==> src/rtl/rv_instr_encoder.sv <==
// RV32I instruction encoder: field-level requests in, legal 32-bit words out
// through a small FIFO. Define RV_ENC_PARITY_EN to add a per-word parity output.
module rv_instr_encoder #(
    parameter int DEPTH = 2,
    parameter int CNT_W = 16
) (
    input  logic             clk,
    input  logic             rst,
    input  logic             in_valid,
    output logic             in_ready,
    input  logic [2:0]       inst_type,
    input  logic [3:0]       alu_ctrl,
    input  logic             shamt_en,
    input  logic [4:0]       rd,
    input  logic [4:0]       rs1,
    input  logic [4:0]       rs2,
    input  logic [31:0]      imm,
    output logic             out_valid,
    input  logic             out_ready,
    output logic [31:0]      instruction_word,
    output logic             err_illegal,
    input  logic             err_clr,
`ifdef RV_ENC_PARITY_EN
    output logic             out_parity,
`endif
    output logic [CNT_W-1:0] enc_count
);
    localparam int AW = (DEPTH > 1) ? $clog2(DEPTH) : 1;
    localparam logic [AW:0] DEPTH_L = (AW+1)'(DEPTH);

    localparam logic [2:0] T_R     = 3'd0;
    localparam logic [2:0] T_IALU  = 3'd1;
    localparam logic [2:0] T_LOAD  = 3'd2;
    localparam logic [2:0] T_STORE = 3'd3;
    localparam logic [2:0] T_LUI   = 3'd4;

    logic [31:0]      mem_q [DEPTH];
    logic [AW-1:0]    wr_ptr_q, rd_ptr_q;
    logic [AW:0]      occ_q, occ_d;
    logic             in_ready_q;
    logic             err_q, err_d;
    logic [CNT_W-1:0] cnt_q, cnt_d;

    logic [2:0]  funct3;
    logic        f7b;
    logic        illegal;
    logic [31:0] enc_word;
    logic        accept, push, pop;

    assign funct3 = alu_ctrl[2:0];
    assign f7b    = alu_ctrl[3];

    always_comb begin
        illegal = 1'b0;
        if (inst_type > T_LUI)
            illegal = 1'b1;
        if (shamt_en && inst_type != T_IALU)
            illegal = 1'b1;
        if (inst_type == T_R && f7b && funct3 != 3'b000 && funct3 != 3'b101)
            illegal = 1'b1;
        if (inst_type == T_IALU) begin
            if (shamt_en != (funct3 == 3'b001 || funct3 == 3'b101))
                illegal = 1'b1;
            if (f7b && funct3 != 3'b101)
                illegal = 1'b1;
        end
        if (inst_type == T_LOAD &&
            (funct3 == 3'b011 || funct3 == 3'b110 || funct3 == 3'b111))
            illegal = 1'b1;
        if (inst_type == T_STORE && funct3 > 3'b010)
            illegal = 1'b1;
    end

    always_comb begin
        enc_word = 32'd0;
        case (inst_type)
            T_R:     enc_word = {1'b0, f7b, 5'b0, rs2, rs1, funct3, rd, 7'b0110011};
            T_IALU:  enc_word = shamt_en
                              ? {1'b0, f7b, 5'b0, imm[4:0], rs1, funct3, rd, 7'b0010011}
                              : {imm[11:0], rs1, funct3, rd, 7'b0010011};
            T_LOAD:  enc_word = {imm[11:0], rs1, funct3, rd, 7'b0000011};
            T_STORE: enc_word = {imm[11:5], rs2, rs1, funct3, imm[4:0], 7'b0100011};
            T_LUI:   enc_word = {imm[31:12], rd, 7'b0110111};
            default: enc_word = 32'd0;
        endcase
    end

    assign accept    = in_valid && in_ready_q;
    assign push      = accept && !illegal;
    assign out_valid = (occ_q != '0);
    assign pop       = out_valid && out_ready;

    always_comb begin
        occ_d = occ_q;
        if (push && !pop)
            occ_d = occ_q + 1'b1;
        else if (pop && !push)
            occ_d = occ_q - 1'b1;
    end

    // An illegal acceptance beats a simultaneous clear.
    always_comb begin
        err_d = err_q;
        if (accept && illegal)
            err_d = 1'b1;
        else if (err_clr)
            err_d = 1'b0;
    end

    always_comb begin
        cnt_d = cnt_q;
        if (push && cnt_q != '1)
            cnt_d = cnt_q + 1'b1;
    end

    always_ff @(posedge clk or posedge rst) begin
        if (rst) begin
            wr_ptr_q   <= '0;
            rd_ptr_q   <= '0;
            occ_q      <= '0;
            in_ready_q <= 1'b1;
            err_q      <= 1'b0;
            cnt_q      <= '0;
            for (int i = 0; i < DEPTH; i++)
                mem_q[i] <= 32'd0;
        end else begin
            if (push) begin
                mem_q[wr_ptr_q] <= enc_word;
                wr_ptr_q        <= wr_ptr_q + 1'b1;
            end
            if (pop)
                rd_ptr_q <= rd_ptr_q + 1'b1;
            occ_q      <= occ_d;
            in_ready_q <= (occ_d < DEPTH_L);
            err_q      <= err_d;
            cnt_q      <= cnt_d;
        end
    end

`ifdef RV_ENC_PARITY_EN
    logic par_q [DEPTH];

    always_ff @(posedge clk or posedge rst) begin
        if (rst) begin
            for (int i = 0; i < DEPTH; i++)
                par_q[i] <= 1'b0;
        end else if (push) begin
            par_q[wr_ptr_q] <= ^enc_word;
        end
    end

    assign out_parity = par_q[rd_ptr_q];
`endif

    assign in_ready         = in_ready_q;
    assign instruction_word = mem_q[rd_ptr_q];
    assign err_illegal      = err_q;
    assign enc_count        = cnt_q;
endmodule

==> config.mk <==
export PLATFORM = sky130hd
export DESIGN_NAME = rv_instr_encoder
export DESIGN_NICKNAME = d
export VERILOG_FILES = /design/src/rtl/rv_instr_encoder.sv
export SDC_FILE = /design/constraint.sdc
export NUM_CORES = 1
export LEC_CHECK = 0
export ABC_AREA = 0
export BUFFER_PORTS_ARGS = -buffer_cell sky130_fd_sc_hd__clkbuf_2
export CAP_MARGIN = 0
export CORE_MARGIN = 2
export CORE_UTILIZATION = 32
export CTS_BUF_LIST = sky130_fd_sc_hd__clkbuf_8 sky130_fd_sc_hd__clkbuf_16
export DETAILED_ROUTE_END_ITERATION = 6
export MAX_ROUTING_LAYER = met4
export SYNTH_ARGS = -nofsm -noshare
export SYNTH_HDL_FRONTEND = slang
export SYNTH_SLANG_ARGS = --single-unit
==> constraint.sdc <==
create_clock -name clk -period 6.18 [get_ports clk]
set_clock_uncertainty 0.05 [all_clocks]
set_input_delay 1.236 -clock clk [delete_from_list [all_inputs] [get_ports clk]]
set_output_delay 1.236 -clock clk [all_outputs]
set_load 0.01 [all_outputs]
Yosys cells after proc, flatten, opt, wreduce, memory -nomap -nowiden
Index checks and enable logic that the tools add are counted.

word-level totals
  input port bits = 60
  logic and storage cells = 79
  output and inout bits = 51
  flip-flop bits (word level) = 86

operators by class
  $lt $le $gt $ge = 6
  $add $sub $neg = 5
  multiplexer cells = 20
  reduce and logical (&&, ||, !) cells = 25
  equality and inequality tests = 13
  bitwise operators = 2

operators by type and width
  operator                                              number
  2-to-1 mux 32 bit                                     5
  case mux 32 bit (5 select lines)                      1
  bitwise mux 64 bit                                    1
  demux 32 bit (select 1 bit)                           1
  adder 16 x 1 -> 16 bit (second input constant)        1
  != test 16 bit (second input constant)                1
  logical AND 1 bit                                     15
  equality test 3 bit (second input constant)           4
  2-to-1 mux 1 bit                                      10
  equality test 3 x 2 -> 1 bit (second input constant)  3
  equality test 3 x 1 -> 1 bit (second input constant)  2
  >= comparator 2 bit (second input constant)           2
  2-to-1 mux 2 bit                                      2
  inverter 1 -> 2 bit                                   2
  nonzero test 2 bit                                    2
  > comparator 3 x 2 -> 1 bit (second input constant)   1
  > comparator 3 bit (second input constant)            1
  zero test 1 bit                                       3
  zero test 3 bit                                       1
  logical OR 1 bit                                      3
  != test 3 x 1 -> 1 bit (second input constant)        1
  != test 3 bit (second input constant)                 1
  nonzero test 3 bit                                    1
  adder 1 bit (second input constant)                   2
  5 further kinds                                       5

Logic depth before layout (Yosys ltp)
Gate-level depths: netlist of run 1.

  word-level depth = 17
  depth in mapped cells = 11
  mapped depth without buffers = 10

Worst setup path after synthesis of run 1
OpenSTA, ideal clock, no wires.

  kind = input -> register
  from = input inst_type[1]
  to = register mem_q[2] (netlist bit)
  setup slack = 3044 ps
  data arrival time = 2958 ps
  path buffers = 3
  data required time = 6002 ps
  setup time = 128 ps
  stages on the path = 9
  path through = buf_4 > nand2_1 > a2bb2oi_1 > o22ai_2 > a311oi_4 > and3_1 > buf_6 > buf_6 > mux2_1

between the ends
  cells in the longest elaborated chain, start to end = 12

ends and longest elaborated chain
  element                                                      RTL line  text
  start, declared                                              11        input logic [2:0] inst_type,
  branches (longest 12 deep; another with > comparator 3 bit)  n/a
  end signal, assigned by index                                128       mem_q[wr_ptr_q] <= enc_word;
  end, declared                                                37        logic [31:0] mem_q [DEPTH];

Parallel ways; which one is timed is not known.
A chain may end at the register's enable or synchronous reset.

Final worst setup path of run 1
  from = input inst_type[2]
  to = register mem_q[51] (netlist bit)

The elaborated chain is that of the path after synthesis.

==> results_dict.tcl, run 1 <==
set metrics [dict create \
    synth_xor_area_share_pct 3.79 \
    seq_area_um2 2000 \
    period_minus_slack_ps 3650 \
    syn_to_final_growth_pct 23.0 \
    grt_first_pass_wirelength_um 16500 \
    yosys-top-cells-area "dfrtp_1 48%, mux2_2 18%, mux2_1 4.9%" \
    cts_resized 0 \
    firstDrtPassIters 4 \
    status "completed" \
    worst_pin_slew_ps 1010 \
    fin_util_pct 40.4 \
    final_cell_area_um2 5120 \
    grt_pass1_vias 3156 \
    ys_ff_latch 80 \
    fin_tns_setup_ps 0 \
    ys_warn_count 0 \
    fmax_ghz 0.274 \
    setup_viol 0 \
    timing.final.max_slew_violations 0 \
    cts_hold_buf 0 \
    gp_congestion 0.830 \
    ir_worst_vdd_v 0.000248 \
    cts_tree "done" \
    start_util_pct 32.8 \
    synth_top_cell_by_area "dfrtp_1" \
    fillers 1279 \
    post-route-period-util_pct 59.1 \
    synthCells 356 \
    route.detailed.drc 0 \
    p_per_area_nw_per_um2 417 \
    vias_per_cell 4.79 \
    hold_path_class "reg -> reg" \
    antenna_found_initial 1 \
    io_buffers 108 \
    clkSinkCount 80 \
    worst-path-max-fanout 24 \
    root_buffer "clkbuf_16" \
    synth_area_um2 4160 \
    synthMuxAreaShare_pct 24.5 \
    clk_latency_ps 330 \
    grt_max_degree 81 \
    clk_path_buf_depth 2 \
    ys_seq_area_share_pct 48.2 \
    yosysUniqueCellTypes 46 \
    numCtsBuffers 9 \
    rows 41 \
    rsz0062_at_grt "false" \
    hpwlAfterDp_um 7370 \
    crit_path_start_kind "primary input" \
    synth_edf_count 0 \
    synth-compound-area-share_pct 7.85 \
    antenna_left 0 \
    wl_per_cell_um 16.0 \
    layout_commonest_cell "clkbuf_2" \
    drv_cap 0 \
    io_pins 111 \
    die_h_um 118 \
    core_area_um2 12700 \
    vias 3052 \
    drive_above_1_share_pct 45.0 \
    synth_area_per_cell_um2 11.7 \
    arrival_ps 3810 \
    critical_path_required_ps 6340 \
    ys.flop_type "dfrtp_1" \
    fin_nets 523 \
    leakage_nw 2.54 \
    slew_headroom_pct 32.4 \
    cts_max_level 3 \
    gr-usage-all-layers_pct 15.5 \
    die_area_um2 13900 \
    final_cell_mix "108 x clkbuf_2, 79 x dfrtp_1, 68 x mux2_2, 28 x nand2_1" \
    synthSimpleGateAreaFrac_pct 9.57 \
    post-cts-setup-buffers 0 \
    clk_pin_slew_ps 60 \
    die_w_um 118 \
    grt.overflow.total 0 \
    synth_top_family_by_area "multiplexers" \
    worst_setup_path_end_kind "register" \
    synth_fa_ha_area_share_pct 1.20 \
    synth_top_area_share_pct 47.5 \
    drt-total-wl_um 10200 \
    hold_viol 0 \
    crit_type "in -> reg" \
    dpl_cell_area_um2 4820 \
    multiInputGateArea_um2 1970 \
    drt_iter0_drc 135 \
    async_flop_share_pct 100 \
]
-- per-stage QoR --
step           total power, mW  setup slack [ps]  hold slack [ps]  cells
3_5_place_dp              1.65              2170              383    620
6_report                  2.14              2530              389    637
4_1_cts                   2.17              2510              395    636
2_1_floorplan             1.36              2840              354    357
3_3_place_gp              1.62              2230              373    620
5_1_grt                   2.29              2360              418    637
-- registers in the layout (all words and copies together), names as in the netlist, named ones only --
register,cells
wr_ptr_q,1
rd_ptr_q,1
err_illegal,1
mem_q,58
in_ready,1
occ_q,1
enc_count,16
-- synth_stat cells (2+ instances only) --
cell and number:
and3_1 4, mux2_2 68, ha_1 4, a31oi_1 3, xnor2_1 8, nor4_2 2, or3_1 2, inv_1 19
nand4_1 3, buf_4 7, nand3_1 8, nor3_1 7, o21ai_0 15, mux2i_1 5, dfrtp_1 79, xor2_1 10
or2_2 4, and2_1 3, a21oi_1 5, clkbuf_1 8, nand2_1 28, a22o_1 11, mux2_1 18, buf_2 2
buf_6 3, nor2_1 10
-- report_power, final --
part | leakage [nW] | total, mW | switching, mW | internal (mW)
Combinational | 1.37 | 0.783 | 0.377 | 0.406
Sequential | 1.03 | 0.836 | 0.107 | 0.729
Clock | 0.137 | 0.516 | 0.227 | 0.289
-- critical path: stages --
cell and delay, ps:
clkbuf_2 390, nor2_1 100, a31oi_1 230, o22ai_2 120
a311o_1 540, nor3_4 390, buf_4 400, mux2_2 380
-- cell families after synthesis --
logic type      count (synthesis)
mux                            91
flops                          80
simple gates                   77
compound gates                 45
buf+inv                        40
xor+xnor                       18
fa+ha+maj                       4
other cells                     1
-- area by class of cell --
cell class | instances | share of cell area [%]
inverters | 20 | 1.49
diodes | 1 | 0.0489
repair buffers | 111 | 11.0
clock buffers | 10 | 4.67
well taps | 172 | 4.21
flip-flops and latches | 80 | 39.1
multi-input cells | 237 | 38.4
clock inverters | 6 | 1.03
-- routing by layer --
metal | wire length, µm | vias to the layer above | global-route usage (%) | part of all wire (%)
met5 | 0 | - | - | 0
met4 | 146 | 0 | 4.37 | 1.4
met3 | 469 | 11 | 3.39 | 4.6
met2 | 4870 | 79 | 23.9 | 48
met1 | 4680 | 1509 | 20.4 | 46
li1 | - | 1453 | - | -
-- final timing paths --
check | from | end | slack [ps] | depth (start not counted)
worst max register to register | in_ready | mem_q[18] | 4050 | 3
worst min register to register | register | in_ready | 390 | 1
min in group asynchronous | rst | enc_count[11] | 1130 | 3
worst max-delay path | inst_type[2] | mem_q[51] | 2530 | 8
max in group asynchronous | rst | enc_count[5] | 4290 | 3
worst min-delay path | register | in_ready | 390 | 1
No activity file was read; power rests on OpenSTA's default activity.
==> run 2, diff against run 1 <==
clock period = 3.5 ns   (was 6.18 ns; I/O delays follow)
==> run 2 against run 1 <==
Compared with the run above:
- critical path type is now reg -> out
- highest routed layer unchanged
- first-iteration DRC count shrank 38%
- sequential power grew 81%
- combinational power grew 74%
- flip-flop and latch count is the same
- critical endpoint is now instruction_word[4]
- sequential share of layout area shrank 0.59 points
==> results_dict.tcl, run 2 (synthesized netlist as in run 1, its figures left out) <==
set metrics [dict create \
    status "completed" \
    drt-total-wl_um 9940 \
    fin_util_pct 41.0 \
    grt_max_degree 52 \
    hpwlAfterDp_um 7350 \
    vias 3051 \
    vias_per_cell 4.75 \
    grt_first_pass_wirelength_um 16600 \
    antenna_left 0 \
    period_minus_slack_ps 2720 \
    largest-register "mem_q" \
    dp_slack_ps 411 \
    gr-usage-all-layers_pct 15.6 \
    worst-path-max-fanout 19 \
    r2r_slack_ps 1520 \
    antenna_found_initial 0 \
    fmax_ghz 0.368 \
    clk_path_buf_depth 2 \
    clk_latency_ps 330 \
    die_w_um 118 \
    layout_commonest_cell "clkbuf_2" \
    r2r-start "enc_count[9]" \
    largest_reg_flops 58 \
    die_area_um2 13900 \
    crit_path_start_kind "register" \
    p_per_area_nw_per_um2 744 \
    cts_max_level 3 \
    drt_iter0_drc 84 \
    wl_per_cell_um 15.5 \
    arrival_ps 1970 \
    worst_setup_path_end_kind "primary output" \
    grt_pass1_vias 3187 \
    post-route-period-util_pct 77.7 \
    clkSinkCount 80 \
    fin_tns_setup_ps 0 \
    worst_pin_slew_ps 676 \
    gp_congestion 0.809 \
    start_util_pct 32.8 \
    post-cts-setup-buffers 0 \
    syn_to_final_growth_pct 24.9 \
    cts_resized 0 \
    firstDrtPassIters 4 \
    timing.final.max_slew_violations 0 \
    cts_tree "done" \
    fillers 1237 \
    rows 41 \
    fin_nets 529 \
    drv_cap 0 \
    route.detailed.drc 0 \
    antenna_cells 0 \
    core_area_um2 12700 \
    die_h_um 118 \
    ir_worst_vdd_v 0.000303 \
    slew_headroom_pct 54.8 \
    timing.rr.end "enc_count[1]" \
    hold_viol 0 \
    clk_pin_slew_ps 60 \
    root_buffer "clkbuf_16" \
    drive_above_1_share_pct 45.1 \
    leakage_nw 2.60 \
    setup_slack_ps 779 \
    setup_viol 0 \
    crit_type "reg -> out" \
    io_pins 111 \
    cts_hold_buf 0 \
    hold_slack_ps 368 \
    final_cell_mix "108 x clkbuf_2, 79 x dfrtp_1, 68 x mux2_2, 28 x nand2_1, 21 x inv_1" \
    rsz0062_at_grt "false" \
    reg2regPathDepth 5 \
    hold_path_class "in -> async" \
    io_buffers 108 \
    numCtsBuffers 9 \
    critical_path_required_ps 2750 \
    grt.overflow.total 0 \
]
## run 2: final cells by class
cell class / count / area (µm²) / area share, %
Multi-Input combinational cell: 237 / 1970 / 37.8
Sequential cell: 80 / 2000 / 38.6
Clock buffer: 10 / 239 / 4.60
Clock inverter: 6 / 76.3 / 1.47
Timing Repair Buffer: 117 / 621 / 11.9
Tap cell: 172 / 215 / 4.14
Inverter: 20 / 76.3 / 1.47
## run 2: critical path: stages, from the launching register on
cell and delay [ps]:
dfrtp_1 700, buf_4 400, mux2_2 390, clkbuf_2 130
## run 2: worst max-delay path by stage
stage            startpoint                          to  slack (ps)  cells past startpoint
2_1_floorplan           rst  asynchronous set/reset pin         700                      1
3_3_place_gp   inst_type[2]                   mem_q[34]         490                      7
3_5_place_dp   inst_type[2]                   mem_q[56]         410                      7
4_1_cts            rd_ptr_q        instruction_word[30]         740                      3
5_1_grt        inst_type[1]                   mem_q[39]         650                      8
6_report           rd_ptr_q         instruction_word[4]         780                      3
## run 2: stage by stage
stage          instance area [µm²]  total power [mW]  std cells
2_1_floorplan                 4160              2.40        357
3_3_place_gp                  4880              2.86        626
3_5_place_dp                  4880              2.92        626
4_1_cts                       5200              3.93        642
5_1_grt                       5200              4.13        642
6_report                      5200              3.87        642
## run 2: per-layer routing
metal  global-route usage [%]  vias up  wire length [µm]
met1                     19.5     1495              4420
li1                         -     1471                 -
met4                     4.29        0               151
met5                        -        -                 0
met3                     4.80       15               560
met2                     24.4       70              4810
## run 2: where the power goes
group / leakage [nW] / switching, mW / total [mW] / internal [mW]
Combinational: 1.41 / 0.637 / 1.36 / 0.725
Sequential: 1.03 / 0.218 / 1.51 / 1.29
Clock: 0.166 / 0.364 / 0.999 / 0.635
Total: 2.60 / 1.22 / 3.87 / 2.65
==> run 3, diff against run 2 <==
clock period = 2.6 ns   (was 3.5 ns; I/O delays follow)
==> run 3 against run 2 <==
Compared with the run above:
- sequential power grew 31%
- largest power group unchanged
- non-clock buffer count grew 12
- worst setup slack lost 400 ps
==> results_dict.tcl, run 3 (synthesized netlist as in run 1, its figures left out) <==
set metrics [dict create \
    route.met3.wl_um 471 \
    cts_max_level 3 \
    antenna_cells 0 \
    highest-signal-layer "met4" \
    final_cell_mix "108 x clkbuf_2, 79 x dfrtp_1, 68 x mux2_2, 28 x nand2_1, 20 x inv_1" \
    clk_pin_slew_ps 60 \
    status "completed" \
    rows 41 \
    slew_headroom_pct 38.3 \
    route.detailed.drc 0 \
    critical_path_required_ps 2770 \
    grt_max_degree 51 \
    fin_util_pct 42.0 \
    worst-path-max-fanout 2 \
    clkSinkCount 80 \
    io_pins 111 \
    grt.overflow.total 0 \
    die_h_um 118 \
    fillers 1211 \
    cts_resized 0 \
    ir_worst_vdd_v 0.000382 \
    hold_path_class "in -> async" \
    clk_latency_ps 340 \
    stdcell_count 654 \
    fin_nets 541 \
    firstDrtPassIters 4 \
    vias 3114 \
    drt_iter0_drc 129 \
    layout_commonest_cell "clkbuf_2" \
    dpl.cell_count 638 \
    vias_per_cell 4.76 \
    root_buffer "clkbuf_16" \
    clk_path_buf_depth 2 \
    drive_above_1_share_pct 46.7 \
    arrival_ps 2390 \
    cts_tree "done" \
    worst_pin_slew_ps 925 \
    worst_setup_path_end_kind "register" \
    p_total_mw 5.23 \
    setup_viol 0 \
    gr-usage-all-layers_pct 15.6 \
    fmax_ghz 0.450 \
    syn_to_final_growth_pct 28.0 \
    timing.final.max_slew_violations 0 \
    io_buffers 108 \
    wl_met1_um 4510 \
    start_util_pct 32.8 \
    wl_per_cell_um 15.4 \
    drt-total-wl_um 10100 \
    grt_first_pass_wirelength_um 16600 \
    antenna_found_initial 0 \
    post-cts-setup-buffers 0 \
    grt_pass1_vias 3233 \
    crit_path_start_kind "primary input" \
    die_area_um2 13900 \
    fin_tns_setup_ps 0 \
    numCtsBuffers 9 \
    die_w_um 118 \
    crit_type "in -> reg" \
    post-route-period-util_pct 85.4 \
    leakage_nw 2.66 \
    core_area_um2 12700 \
    largest_reg_flops 58 \
    wl_met2_um 4910 \
    rsz0062_at_grt "false" \
    drv_cap 0 \
    hold_slack_ps 222 \
    cts_hold_buf 0 \
    gp_congestion 0.780 \
    p_per_area_nw_per_um2 981 \
    largest-register "mem_q" \
    period_minus_slack_ps 2220 \
    hold_viol 0 \
    hpwlAfterDp_um 7440 \
    antenna_left 0 \
]
-- run 3: worst paths after layout --
| check | start | endpoint | slack, ps | depth (start not counted) |
|---|---|---|---|---|
| setup / recovery | alu_ctrl[0] | enc_count[12] | 380 | 8 |
| hold / removal | rst | mem_q[19] | 220 | 2 |
| setup reg to reg | enc_count[9] | enc_count[1] | 660 | 5 |
| hold reg to reg | register | in_ready | 400 | 1 |
| max in group asynchronous | rst | in_ready | 1560 | 3 |
| min in group clk | err_clr | err_illegal | 320 | 2 |
-- run 3: area by class of cell --
| cell class | count | area [µm²] | share of cell area (%) |
|---|---|---|---|
| Sequential cell | 80 | 2000 | 37.6 |
| Multi-Input combinational cell | 237 | 1970 | 36.9 |
| Timing Repair Buffer | 129 | 748 | 14.1 |
| Clock buffer | 9 | 225 | 4.23 |
| Tap cell | 172 | 215 | 4.04 |
| Clock inverter | 7 | 88.8 | 1.67 |
| Inverter | 20 | 78.8 | 1.48 |
-- run 3: critical path, stage by stage --
cell	delay, ps
clkbuf_2	90
inv_1	70
nor2_1	60
or3_1	380
a311o_1	420
buf_4	170
or4_1	530
xnor2_1	150
-- run 3: power breakdown --
group / leakage (nW) / internal (mW) / switching, mW
Combinational: 1.47 / 1.00 / 0.898
Clock: 0.158 / 0.834 / 0.508
Sequential: 1.03 / 1.73 / 0.249
-- run 3: per-stage QoR --
step	area (µm²)	setup slack (ps)
finish	5330	380
global route	5330	306
CTS	5330	370
detailed placement	5010	52.7
global placement	5010	43.3
floorplan	4170	180
-- run 3: metal layers --
layer	track usage (%)	vias to the layer above
li1	-	1486
met1	19.6	1535
met2	25.1	81
met3	3.29	12
met4	5.65	0
met5	-	-
